## config.mk

```make
export PLATFORM = sky130hd
export DESIGN_NAME = pic_priority_resolver
export DESIGN_NICKNAME = d
export VERILOG_FILES = /design/src/rtl/pic_pkg.sv /design/src/rtl/pic_priority_encoder.sv /design/src/rtl/pic_priority_resolver.sv
export SDC_FILE = /design/constraint.sdc
export NUM_CORES = 1
export LEC_CHECK = 0
export ABC_AREA = 1
export BUFFER_PORTS_ARGS = -buffer_cell sky130_fd_sc_hd__clkbuf_2
export CORE_MARGIN = 10
export CORE_UTILIZATION = 58
export CTS_BUF_LIST = sky130_fd_sc_hd__clkbuf_4 sky130_fd_sc_hd__clkbuf_8
export CTS_CLUSTER_SIZE = 40
export DETAILED_ROUTE_END_ITERATION = 8
export GPL_TIMING_DRIVEN = 0
export PLACE_DENSITY = 0.9
export RECOVER_POWER = 50
export SYNTH_ARGS = -nofsm -noshare
export SYNTH_HDL_FRONTEND = slang
export SYNTH_SLANG_ARGS = --single-unit
```

## constraint.sdc

```tcl
create_clock -name CLK -period 4.85 [get_ports CLK]
set_input_delay 0.97 -clock CLK [delete_from_list [all_inputs] [get_ports CLK]]
set_output_delay 0.97 -clock CLK [all_outputs]
set_load 0.02 [all_outputs]
```

## src/rtl/pic_pkg.sv

```systemverilog
// Shared types, constants and helpers for the 8259 priority resolver.
// Rotation is enabled by defining PIC_PRIORITY_ROTATE_EN.
package pic_pkg;

  localparam int IR_W = 8;
  localparam logic [2:0] LOWEST_RESET = 3'd7;

  typedef enum logic [1:0] {
    IDLE,
    REQ,
    ACK1
  } state_t;

  // 0 = highest priority, 7 = lowest, relative to the rotation pointer
  function automatic logic [2:0] pic_rank(
    input logic [2:0] lvl,
    input logic [2:0] lowest
  );
    return lvl - lowest - 3'd1;
  endfunction

  function automatic logic [IR_W-1:0] pic_bit(
    input logic [2:0] lvl
  );
    return IR_W'(1) << lvl;
  endfunction

endpackage

```

## src/rtl/pic_priority_encoder.sv

```systemverilog
// Rotating find-first: returns the set bit of vec that sits
// closest after lowest, walking upward modulo 8.
module pic_priority_encoder
  import pic_pkg::*;
(
  input  logic [IR_W-1:0] vec,
  input  logic [2:0]      lowest,
  output logic            valid,
  output logic [2:0]      level
);

  logic [2:0] idx;

  // walk from lowest to highest priority so the best hit lands last
  always_comb begin
    level = '0;
    idx   = '0;
    for (int i = IR_W - 1; i >= 0; i--) begin
      idx = lowest + 3'(i) + 3'd1;
      if (vec[idx]) level = idx;
    end
  end

  assign valid = |vec;

endmodule

```

## src/rtl/pic_priority_resolver.sv

```systemverilog
// 8259 IRR/ISR bookkeeping, nested priority arbitration and INTA_ tracking.
// Define PIC_PRIORITY_ROTATE_EN for a rotating LOWEST pointer.
module pic_priority_resolver
  import pic_pkg::*;
#(
  parameter logic [2:0] SPURIOUS_IR = 3'd7
) (
  input  logic            CLK,
  input  logic            RST,
  input  logic [IR_W-1:0] IR_IN,
  input  logic            LEVEL,
  input  logic [IR_W-1:0] interrupt_mask,
  input  logic            INTA_,
  input  logic            AEOI,
  input  logic            R,
  input  logic            EOI_STB,
  input  logic            EOI_SL,
  input  logic [2:0]      EOI_LEVEL,
  input  logic            RIRR,
  input  logic            RISR,
  output logic            INTERNAL_INT,
  output logic [2:0]      IR_NUM,
  output logic [IR_W-1:0] IRR,
  output logic [IR_W-1:0] ISR,
  output logic [IR_W-1:0] READ_REG
);

  state_t state;
  state_t state_nx;

  logic [IR_W-1:0] ir_prev;
  logic [IR_W-1:0] irr;
  logic [IR_W-1:0] isr;
  logic [IR_W-1:0] read_q;
  logic [2:0]      lowest;
  logic [2:0]      ir_num;
  logic            inta_prev;
  logic            ack_real;

  logic [IR_W-1:0] active;
  logic [IR_W-1:0] rise;
  logic [IR_W-1:0] fall;
  logic [IR_W-1:0] ack_set;
  logic [IR_W-1:0] isr_clr;
  logic            cand_v;
  logic [2:0]      cand_lvl;
  logic            isr_v;
  logic [2:0]      isr_lvl;
  logic            cand_ok;
  logic            inta_fall;
  logic            ack1;
  logic            ack2;
  logic            eoi_hit;
  logic [2:0]      eoi_lvl;
  logic            aeoi_hit;
  logic            unused_rirr;

  assign active = irr & ~interrupt_mask;

  pic_priority_encoder u_cand (
    .vec    (active),
    .lowest (lowest),
    .valid  (cand_v),
    .level  (cand_lvl)
  );

  pic_priority_encoder u_isr (
    .vec    (isr),
    .lowest (lowest),
    .valid  (isr_v),
    .level  (isr_lvl)
  );

  // equal or lower priority than anything in service must wait
  assign cand_ok = cand_v &
    (!isr_v ||
     (pic_rank(cand_lvl, lowest) < pic_rank(isr_lvl, lowest)));

  assign inta_fall = inta_prev & ~INTA_;
  assign ack1      = (state == REQ) & inta_fall;
  assign ack2      = (state == ACK1) & inta_fall;
  assign ack_set   = (ack1 && cand_ok) ? pic_bit(cand_lvl) : '0;

  assign eoi_hit   = EOI_STB & (EOI_SL | isr_v);
  assign eoi_lvl   = EOI_SL ? EOI_LEVEL : isr_lvl;
  assign aeoi_hit  = ack2 & AEOI & ack_real;
  assign isr_clr   = (eoi_hit ? pic_bit(eoi_lvl) : '0) |
                     (aeoi_hit ? pic_bit(ir_num) : '0);

  assign rise = IR_IN & ~ir_prev;
  assign fall = ~IR_IN & ir_prev;

  always_ff @(posedge CLK) begin
    if (RST) state <= IDLE;
    else     state <= state_nx;
  end

  always_comb begin
    state_nx = state;
    unique case (state)
      IDLE: if (cand_ok) state_nx = REQ;
      REQ: begin
        if (inta_fall)     state_nx = ACK1;
        else if (!cand_ok) state_nx = IDLE;
      end
      ACK1: if (inta_fall) state_nx = IDLE;
      default: state_nx = IDLE;
    endcase
  end

  always_comb begin
    INTERNAL_INT = (state == REQ);
  end

  always_ff @(posedge CLK) begin
    if (RST) begin
      ir_prev   <= '0;
      irr       <= '0;
      isr       <= '0;
      read_q    <= '0;
      ir_num    <= '0;
      inta_prev <= 1'b1;
      ack_real  <= 1'b0;
    end else begin
      ir_prev   <= IR_IN;
      inta_prev <= INTA_;
      if (LEVEL) irr <= IR_IN & ~ack_set;
      else       irr <= (irr & ~fall & ~ack_set) | rise;
      isr <= (isr & ~isr_clr) | ack_set;
      if (ack1) begin
        ir_num   <= cand_ok ? cand_lvl : SPURIOUS_IR;
        ack_real <= cand_ok;
      end else if (state != ACK1 && cand_ok) begin
        ir_num <= cand_lvl;
      end
      read_q <= RISR ? isr : irr;
    end
  end

`ifdef PIC_PRIORITY_ROTATE_EN
  always_ff @(posedge CLK) begin
    if (RST)                  lowest <= LOWEST_RESET;
    else if (eoi_hit && R)    lowest <= eoi_lvl;
    else if (aeoi_hit && R)   lowest <= ir_num;
  end
`else
  logic unused_r;
  assign lowest   = LOWEST_RESET;
  assign unused_r = R;
`endif

  // IRR is the default read source, so RIRR carries no extra decode
  assign unused_rirr = RIRR;

  assign IR_NUM   = ir_num;
  assign IRR      = irr;
  assign ISR      = isr;
  assign READ_REG = read_q;

endmodule
```

==> flow_results.xml, run 1 <==
<?xml version="1.0" encoding="UTF-8"?>
<metrics>
  <group name="outcome">
    <metric name="status" unit="">finished clean</metric>
  </group>
  <group name="die">
    <metric name="rows" unit="">21</metric>
    <metric name="floorplan.die.width" unit="um">80.31</metric>
    <metric name="floorplan.die_area" unit="um2">6450</metric>
    <metric name="io_pins" unit="">57</metric>
    <metric name="core" unit="um2">3416</metric>
    <metric name="floorplan.die.height" unit="um">80.31</metric>
    <metric name="initial_utilization" unit="%">61.76</metric>
  </group>
  <group name="sta">
    <metric name="worst_slew_margin_rel" unit="%">45.28</metric>
    <metric name="fin_setup_tns" unit="ps">0</metric>
    <metric name="hold_violations" unit="">0</metric>
    <metric name="final_period_minus_worst_setup_slack" unit="ps">2681</metric>
    <metric name="slew_of_the_pin_with_the_lowest_slew_margin" unit="ps">814.5</metric>
    <metric name="fmax" unit="MHz">373.0</metric>
    <metric name="finalSetupViolCount" unit="">0</metric>
    <metric name="rsz0062_at_grt" unit="">no</metric>
    <metric name="timing_max_transition_violations_final" unit="">0</metric>
    <metric name="period_share" unit="%">55.27</metric>
    <metric name="skew" unit="ps">9.481</metric>
  </group>
  <group name="global_routing">
    <metric name="globalRoute.totalOverflow" unit="">0</metric>
    <metric name="first_global_vias" unit="">2091</metric>
    <metric name="grt_max_degree" unit="">12</metric>
    <metric name="grt_antenna_before_repair" unit="">0</metric>
    <metric name="grt_use_total" unit="%">17.75</metric>
    <metric name="grt_first_pass_wirelength" unit="um">9211</metric>
  </group>
  <group name="clock_tree">
    <metric name="postCtsResizedCells" unit="">0</metric>
    <metric name="worstSkewPairLatency" unit="ps">350</metric>
    <metric name="cts.sinks" unit="">39</metric>
    <metric name="cts_hold_repair.buffers" unit="">0</metric>
    <metric name="cts-buffers-inserted" unit="">5</metric>
    <metric name="cts-htree-levels" unit="">2</metric>
    <metric name="postCtsSetupRepairBufs" unit="">0</metric>
    <metric name="cts-root-buf" unit="">clkbuf_4</metric>
    <metric name="clk_transition_reported_paths" unit="ps">110</metric>
    <metric name="cts_buffer_depth" unit="">2</metric>
    <metric name="cts_tree" unit="">built</metric>
  </group>
  <group name="pwr">
    <metric name="peakVddDrop" unit="V">0.0001855</metric>
    <metric name="power.density_cell_area" unit="nW/um2">294.0</metric>
    <metric name="leakage" unit="nW">1.165</metric>
  </group>
  <group name="synth">
    <metric name="post_synth.cell_area_avg" unit="um2">6.827</metric>
    <metric name="asyncSetResetFlopFracSynth" unit="%">0</metric>
    <metric name="postSynth.topFlopCell" unit="">dfxtp_1</metric>
    <metric name="synth_sequential_area_ratio" unit="%">37.01</metric>
    <metric name="ys.warnings.count" unit="">0</metric>
    <metric name="netlist_area" unit="um2">2110</metric>
    <metric name="synth_cell_types" unit="">30</metric>
    <metric name="synthesis.nets" unit="">340</metric>
    <metric name="synth_edf_count" unit="">0</metric>
    <metric name="synthCells" unit="">309</metric>
    <metric name="synth-seq-cells" unit="">39</metric>
  </group>
  <group name="hold_path">
    <metric name="holdCritPathClass" unit="">flop to flop</metric>
  </group>
  <group name="cells_and_area">
    <metric name="utilization" unit="%">71.72</metric>
    <metric name="final-instance-count-excl-fill" unit="">415</metric>
    <metric name="nNetsFinal" unit="">399</metric>
    <metric name="leading_cell_type_in_the_layout_fill_and_taps_excluded" unit="">nand2_1</metric>
    <metric name="antenna_cells" unit="">0</metric>
    <metric name="final_cell_mix" unit="">nand2_1 (60), dfxtp_1 (39), inv_1 (39)</metric>
    <metric name="area_delta_synth_final" unit="%">16.13</metric>
    <metric name="fillers" unit="">297</metric>
    <metric name="final_layout_size_suffix_gt1_share" unit="%">21.68</metric>
  </group>
  <group name="place">
    <metric name="place.port_buffers" unit="">52</metric>
    <metric name="globalplace.congestion" unit="">0.9164</metric>
    <metric name="numPlacedInstances" unit="">407</metric>
    <metric name="dp_hpwl" unit="um">4537</metric>
  </group>
  <group name="detailed_routing">
    <metric name="drt_first_iter_violations" unit="">129</metric>
    <metric name="route.detailed.drc" unit="">0</metric>
    <metric name="wire_per_inst" unit="um">13.57</metric>
    <metric name="detail_route.wirelength" unit="um">5631</metric>
    <metric name="vias" unit="">2154</metric>
    <metric name="firstDrtPassIters" unit="">4</metric>
    <metric name="antenna_violating_nets_post_route" unit="">0</metric>
    <metric name="avgViaCountPerCell" unit="">5.190</metric>
  </group>
  <group name="setup_path">
    <metric name="worst-setup-path-type" unit="">input pin to flop</metric>
    <metric name="arrival" unit="ps">2920</metric>
    <metric name="critical_path.max_fanout" unit="">8</metric>
    <metric name="crit_required" unit="ps">5080</metric>
    <metric name="worstSetupStartpointType" unit="">input pin</metric>
    <metric name="category_of_the_worst_setup_path_capture_point" unit="">flop</metric>
  </group>
  <group name="run">
    <metric name="max_cap_violations" unit="">0</metric>
  </group>
</metrics>
==> power by group <==
group	total [W]	internal, W	switching, W	leakage (nW)
clock	0.000170	0.0000677	0.000102	0.0361
combinational	0.000193	0.0000634	0.000129	0.807
sequential	0.000358	0.000341	0.0000168	0.322
total	0.000720	0.000472	0.000248	1.17
==> cells by family after synthesis <==
| group | share of synthesized area [%] |
|---|---|
| and+or+nand+nor | 37.66 |
| AOI/OAI and AO/OA | 14.29 |
| DFF | 37.01 |
| buffers and inverters | 9.845 |
| adders and majority gates | 1.186 |
==> layer usage <==
metal / wire length, um / track usage (%) / vias up
li1: - / - / 1124
met1: 2326 / 20.39 / 932
met2: 2654 / 29.94 / 92
met3: 593 / 5.791 / 6
met4: 57 / 6.514 / 0
met5: 0 / 0 / -
==> cell usage after synthesis, types with 2 or more instances <==
cell | n | area share, %
or2_4 | 2 | 0.83
ha_1 | 2 | 1.2
a21oi_4 | 2 | 1.5
inv_2 | 8 | 1.4
dfxtp_1 | 39 | 37
clkbuf_1 | 4 | 0.71
nand2_4 | 3 | 1.6
or2_1 | 2 | 0.59
inv_1 | 39 | 6.9
nor2_1 | 29 | 5.2
o21ai_0 | 13 | 3.1
nand4_1 | 15 | 4.4
nand2_1 | 60 | 11
or2_2 | 8 | 2.4
nor3_1 | 8 | 1.9
nand3_1 | 20 | 4.7
nor3_4 | 2 | 1.5
o21ai_1 | 2 | 0.47
a21oi_1 | 34 | 8.1
nand2_2 | 7 | 2.1
==> worst max-delay path, stage by stage <==
cell and delay, ps:
clkbuf_2 80, or2_4 250, nand2_2 70, nor2_2 50
nor3_4 300, ha_1 310, a21oi_1 180, nand2_2 90
nand2_4 110, nand4_1 210, nand2_1 140, nand2_1 50
nand2_1 50, a21oi_1 60
==> path summary, 6_finish.rpt <==
path	start	end	slack [ps]	cells after the start
hold reg to reg	ack_real	ack_real	470	2
setup / recovery	interrupt_mask[4]	IRR[4]	2170	14
setup reg to reg	IRR[1]	IRR[4]	2420	13
hold / removal	ack_real	ack_real	470	2
==> sequential cells by signal (all words and copies together) (netlist names) <==
signal / cells
READ_REG: 8
inta_prev: 1
ack_real: 1
IR_NUM: 3
ISR: 8
IRR: 8
ir_prev: 8
state: 2
==> stage by stage <==
| stage | cell area (um2) | setup WS [ps] | total power [W] | hold slack [ps] |
|---|---|---|---|---|
| floorplan | 2110 | 2185 | 0.0005050 | 445.6 |
| global placement | 2427 | 1902 | 0.0005534 | 457.1 |
| detailed placement | 2427 | 1811 | 0.0005600 | 465.9 |
| CTS | 2485 | 2196 | 0.0007257 | 479.5 |
| global route | 2450 | 1961 | 0.0007599 | 515.4 |
| finish | 2450 | 2169 | 0.0007203 | 474.5 |
==> area by class of cell <==
type                            count  area (um2)  share of cell area [%]
Multi-Input combinational cell    216        1110                   45.30
Sequential cell                    39       780.7                   31.87
Timing Repair Buffer               52       240.2                   9.806
Inverter                           48       180.2                   7.354
Tap cell                           46       57.56                   2.349
Clock buffer                        7       52.55                   2.145
Buffer                              6       23.77                  0.9704
Clock inverter                      1       5.005                  0.2043
Note: power is estimated with default switching activity, not from simulation.
==> run 2: changes to the inputs <==
--- a/config.mk
+++ b/config.mk
@@ -8,12 +8,12 @@
 export ABC_AREA = 1
 export BUFFER_PORTS_ARGS = -buffer_cell sky130_fd_sc_hd__clkbuf_2
 export CORE_MARGIN = 10
-export CORE_UTILIZATION = 58
+export CORE_UTILIZATION = 49
 export CTS_BUF_LIST = sky130_fd_sc_hd__clkbuf_4 sky130_fd_sc_hd__clkbuf_8
 export CTS_CLUSTER_SIZE = 40
 export DETAILED_ROUTE_END_ITERATION = 8
 export GPL_TIMING_DRIVEN = 0
-export PLACE_DENSITY = 0.9
+export PLACE_DENSITY = 0.81
 export RECOVER_POWER = 50
 export SYNTH_ARGS = -nofsm -noshare
 export SYNTH_HDL_FRONTEND = slang
==> constraint.sdc (replaced) <==
create_clock -name CLK -period 2.2 [get_ports CLK]
set_input_delay 0.44 -clock CLK [delete_from_list [all_inputs] [get_ports CLK]]
set_output_delay 0.44 -clock CLK [all_outputs]
set_load 0.02 [all_outputs]
==> flow_results.xml, run 2 (synthesis gave the netlist of run 1 again) <==
<?xml version="1.0" encoding="UTF-8"?>
<metrics>
  <group name="setup_path">
    <metric name="crit_required" unit="ps">2370</metric>
    <metric name="cp_top_family" unit="">simple AND/OR/NAND/NOR gates</metric>
    <metric name="critical_path.max_fanout" unit="">8</metric>
    <metric name="worst-setup-path-type" unit="">flop to flop</metric>
    <metric name="timing.critical_path.slowest_stage_cell" unit="">dfxtp_2</metric>
    <metric name="category_of_the_worst_setup_path_capture_point" unit="">flop</metric>
    <metric name="worstSetupStartpointType" unit="">flop</metric>
    <metric name="timing.critical_path.slowest_cell_delay" unit="ps">350</metric>
    <metric name="path_buf_inv" unit="">3</metric>
    <metric name="arrival" unit="ps">2330</metric>
    <metric name="path_common_cell" unit="">nand2_2</metric>
    <metric name="chain_of_cells_forming_the_critical_path" unit="">inv_2 -&gt; or2_4 -&gt; nand2_4 -&gt; nor2_4 -&gt; nor3_4 -&gt; ha_4 -&gt; nand2_2 -&gt; inv_2 -&gt; nand2_2 -&gt; nand2_2 -&gt; nand2_4 -&gt; nand4_1 -&gt; buf_4 -&gt; nand3_1 -&gt; a21oi_1</metric>
  </group>
  <group name="outcome">
    <metric name="status" unit="">finished clean</metric>
  </group>
  <group name="clock_tree">
    <metric name="worstSkewPairLatency" unit="ps">300</metric>
    <metric name="clk_transition_reported_paths" unit="ps">80</metric>
    <metric name="cts-root-buf" unit="">clkbuf_8</metric>
    <metric name="cts_tree" unit="">built</metric>
    <metric name="cts_buffer_depth" unit="">2</metric>
    <metric name="cts.sinks" unit="">39</metric>
    <metric name="cts-htree-levels" unit="">2</metric>
    <metric name="cts-buffers-inserted" unit="">5</metric>
  </group>
  <group name="cells_and_area">
    <metric name="final-instance-count-excl-fill" unit="">435</metric>
    <metric name="final_layout_size_suffix_gt1_share" unit="%">34.29</metric>
    <metric name="final_cell_mix" unit="">nand2_1 (58), clkbuf_2 (51), inv_1 (35)</metric>
    <metric name="leading_cell_type_in_the_layout_fill_and_taps_excluded" unit="">nand2_1</metric>
    <metric name="nNetsFinal" unit="">416</metric>
    <metric name="antenna_cells" unit="">0</metric>
    <metric name="area_delta_synth_final" unit="%">29.48</metric>
  </group>
  <group name="die">
    <metric name="core" unit="um2">4086</metric>
    <metric name="floorplan.die.height" unit="um">85.62</metric>
    <metric name="io_pins" unit="">57</metric>
    <metric name="floorplan.die.width" unit="um">85.62</metric>
    <metric name="floorplan.die_area" unit="um2">7330</metric>
    <metric name="rows" unit="">23</metric>
    <metric name="initial_utilization" unit="%">51.62</metric>
  </group>
  <group name="sta">
    <metric name="final_period_minus_worst_setup_slack" unit="ps">2159</metric>
    <metric name="skew" unit="ps">11.33</metric>
    <metric name="final_critical_path_setup_slack" unit="ps">40.95</metric>
    <metric name="finalSetupViolCount" unit="">0</metric>
    <metric name="worst_slew_margin_rel" unit="%">48.18</metric>
    <metric name="timing.hold.ws" unit="ps">341.9</metric>
    <metric name="timing_max_transition_violations_final" unit="">0</metric>
    <metric name="hold_violations" unit="">0</metric>
    <metric name="rsz0062_at_grt" unit="">yes</metric>
    <metric name="fin_setup_tns" unit="ps">0</metric>
    <metric name="fmax" unit="MHz">463.2</metric>
    <metric name="slew_of_the_pin_with_the_lowest_slew_margin" unit="ps">771.4</metric>
    <metric name="period_share" unit="%">98.14</metric>
  </group>
  <group name="global_routing">
    <metric name="grt_first_pass_wirelength" unit="um">9839</metric>
    <metric name="first_global_vias" unit="">2157</metric>
    <metric name="grt_max_degree" unit="">12</metric>
    <metric name="grt_antenna_before_repair" unit="">0</metric>
    <metric name="globalRoute.totalOverflow" unit="">0</metric>
    <metric name="grt_use_total" unit="%">16.06</metric>
  </group>
  <group name="pwr">
    <metric name="power.density_cell_area" unit="nW/um2">647.6</metric>
    <metric name="leakage" unit="nW">1.317</metric>
    <metric name="peakVddDrop" unit="V">0.0003518</metric>
  </group>
  <group name="detailed_routing">
    <metric name="drt_first_iter_violations" unit="">171</metric>
    <metric name="firstDrtPassIters" unit="">6</metric>
    <metric name="antenna_violating_nets_post_route" unit="">0</metric>
    <metric name="wire_per_inst" unit="um">14.58</metric>
    <metric name="route.detailed.drc" unit="">0</metric>
    <metric name="detail_route.wirelength" unit="um">6344</metric>
    <metric name="vias" unit="">2309</metric>
    <metric name="avgViaCountPerCell" unit="">5.308</metric>
  </group>
  <group name="place">
    <metric name="globalplace.congestion" unit="">0.8904</metric>
    <metric name="numPlacedInstances" unit="">411</metric>
    <metric name="preCtsSetupSlack" unit="ps">-264.4</metric>
    <metric name="dp_hpwl" unit="um">4623</metric>
    <metric name="place.port_buffers" unit="">52</metric>
  </group>
  <group name="run">
    <metric name="max_cap_violations" unit="">0</metric>
  </group>
  <group name="hold_path">
    <metric name="holdCritPathClass" unit="">input pin to flop</metric>
  </group>
</metrics>
==> run 2: cell count changes in the layout (fill, tap and decap cells not counted), moves of 4 or more <==
| cell | delta |
|---|---|
| clkbuf_1 | -15 |
| buf_4 | +17 |
| dfxtp_2 | +5 |
| clkbuf_2 | +15 |
| inv_2 | +4 |
| dfxtp_1 | -5 |
| clkbuf_4 | -7 |
| inv_1 | -4 |
| clkbuf_8 | +6 |
==> run 2: power by group <==
| group | total, W | leakage, nW | switching (W) | internal, W |
|---|---|---|---|---|
| clock network | 0.000486 | 0.0470 | 0.000240 | 0.000246 |
| registers | 0.000792 | 0.323 | 0.0000385 | 0.000753 |
| logic | 0.000491 | 0.947 | 0.000309 | 0.000182 |
==> run 2: metal layers <==
metal  GRT usage, %  share of wire (%)
met1          18.96                 42
met5              0                  0
met3          5.298                8.4
met4          5.539                2.4
met2          26.57                 48
==> run 2: final cells by class <==
cell class                 count  area, um2
multi-input combinational    216       1204
tap                           50      62.56
timing repair buffer          69      386.6
buffer                         6      23.77
sequential                    39      787.0
clock buffer                   6      82.58
fill                         349       1355
clock inverter                 1      5.005
inverter                      48      180.2
==> run 2: path summary, 6_finish.rpt <==
kind,from,end,slack [ps],depth (start not counted)
setup / recovery,IRR[4],IRR[7],40,15
hold / removal,INTA_,inta_prev,340,3
setup reg to reg,IRR[4],IRR[7],40,15
hold reg to reg,ack_real,ack_real,470,2
==> run 2: what timing repair did <==
action / 4_1_cts / 5_1_grt
pin swaps: 2 / 9
endpoints found under the setup margin: 15 / 18
buffers inserted: 3 / 14
hold buffers: 0 / 0
gates resized for setup: 5 / 19
==> run 2: through the flow <==
step,util [%],instance area [um2],total power [W]
5_1_grt,66.84,2731,0.001864
2_1_floorplan,-,2110,0.001113
3_3_place_gp,59.52,2432,0.001222
3_5_place_dp,59.52,2432,0.001236
6_report,66.84,2731,0.001769
4_1_cts,62.74,2564,0.001731
==> run 2: worst reg2reg max path, delay by kind of cell, from the launching register on <==
family	cells	cell delay [ps]
flops	1	350
simple gates	10	1080
buf+inv	3	270
compound gates	1	70
fa+ha+maj	1	260
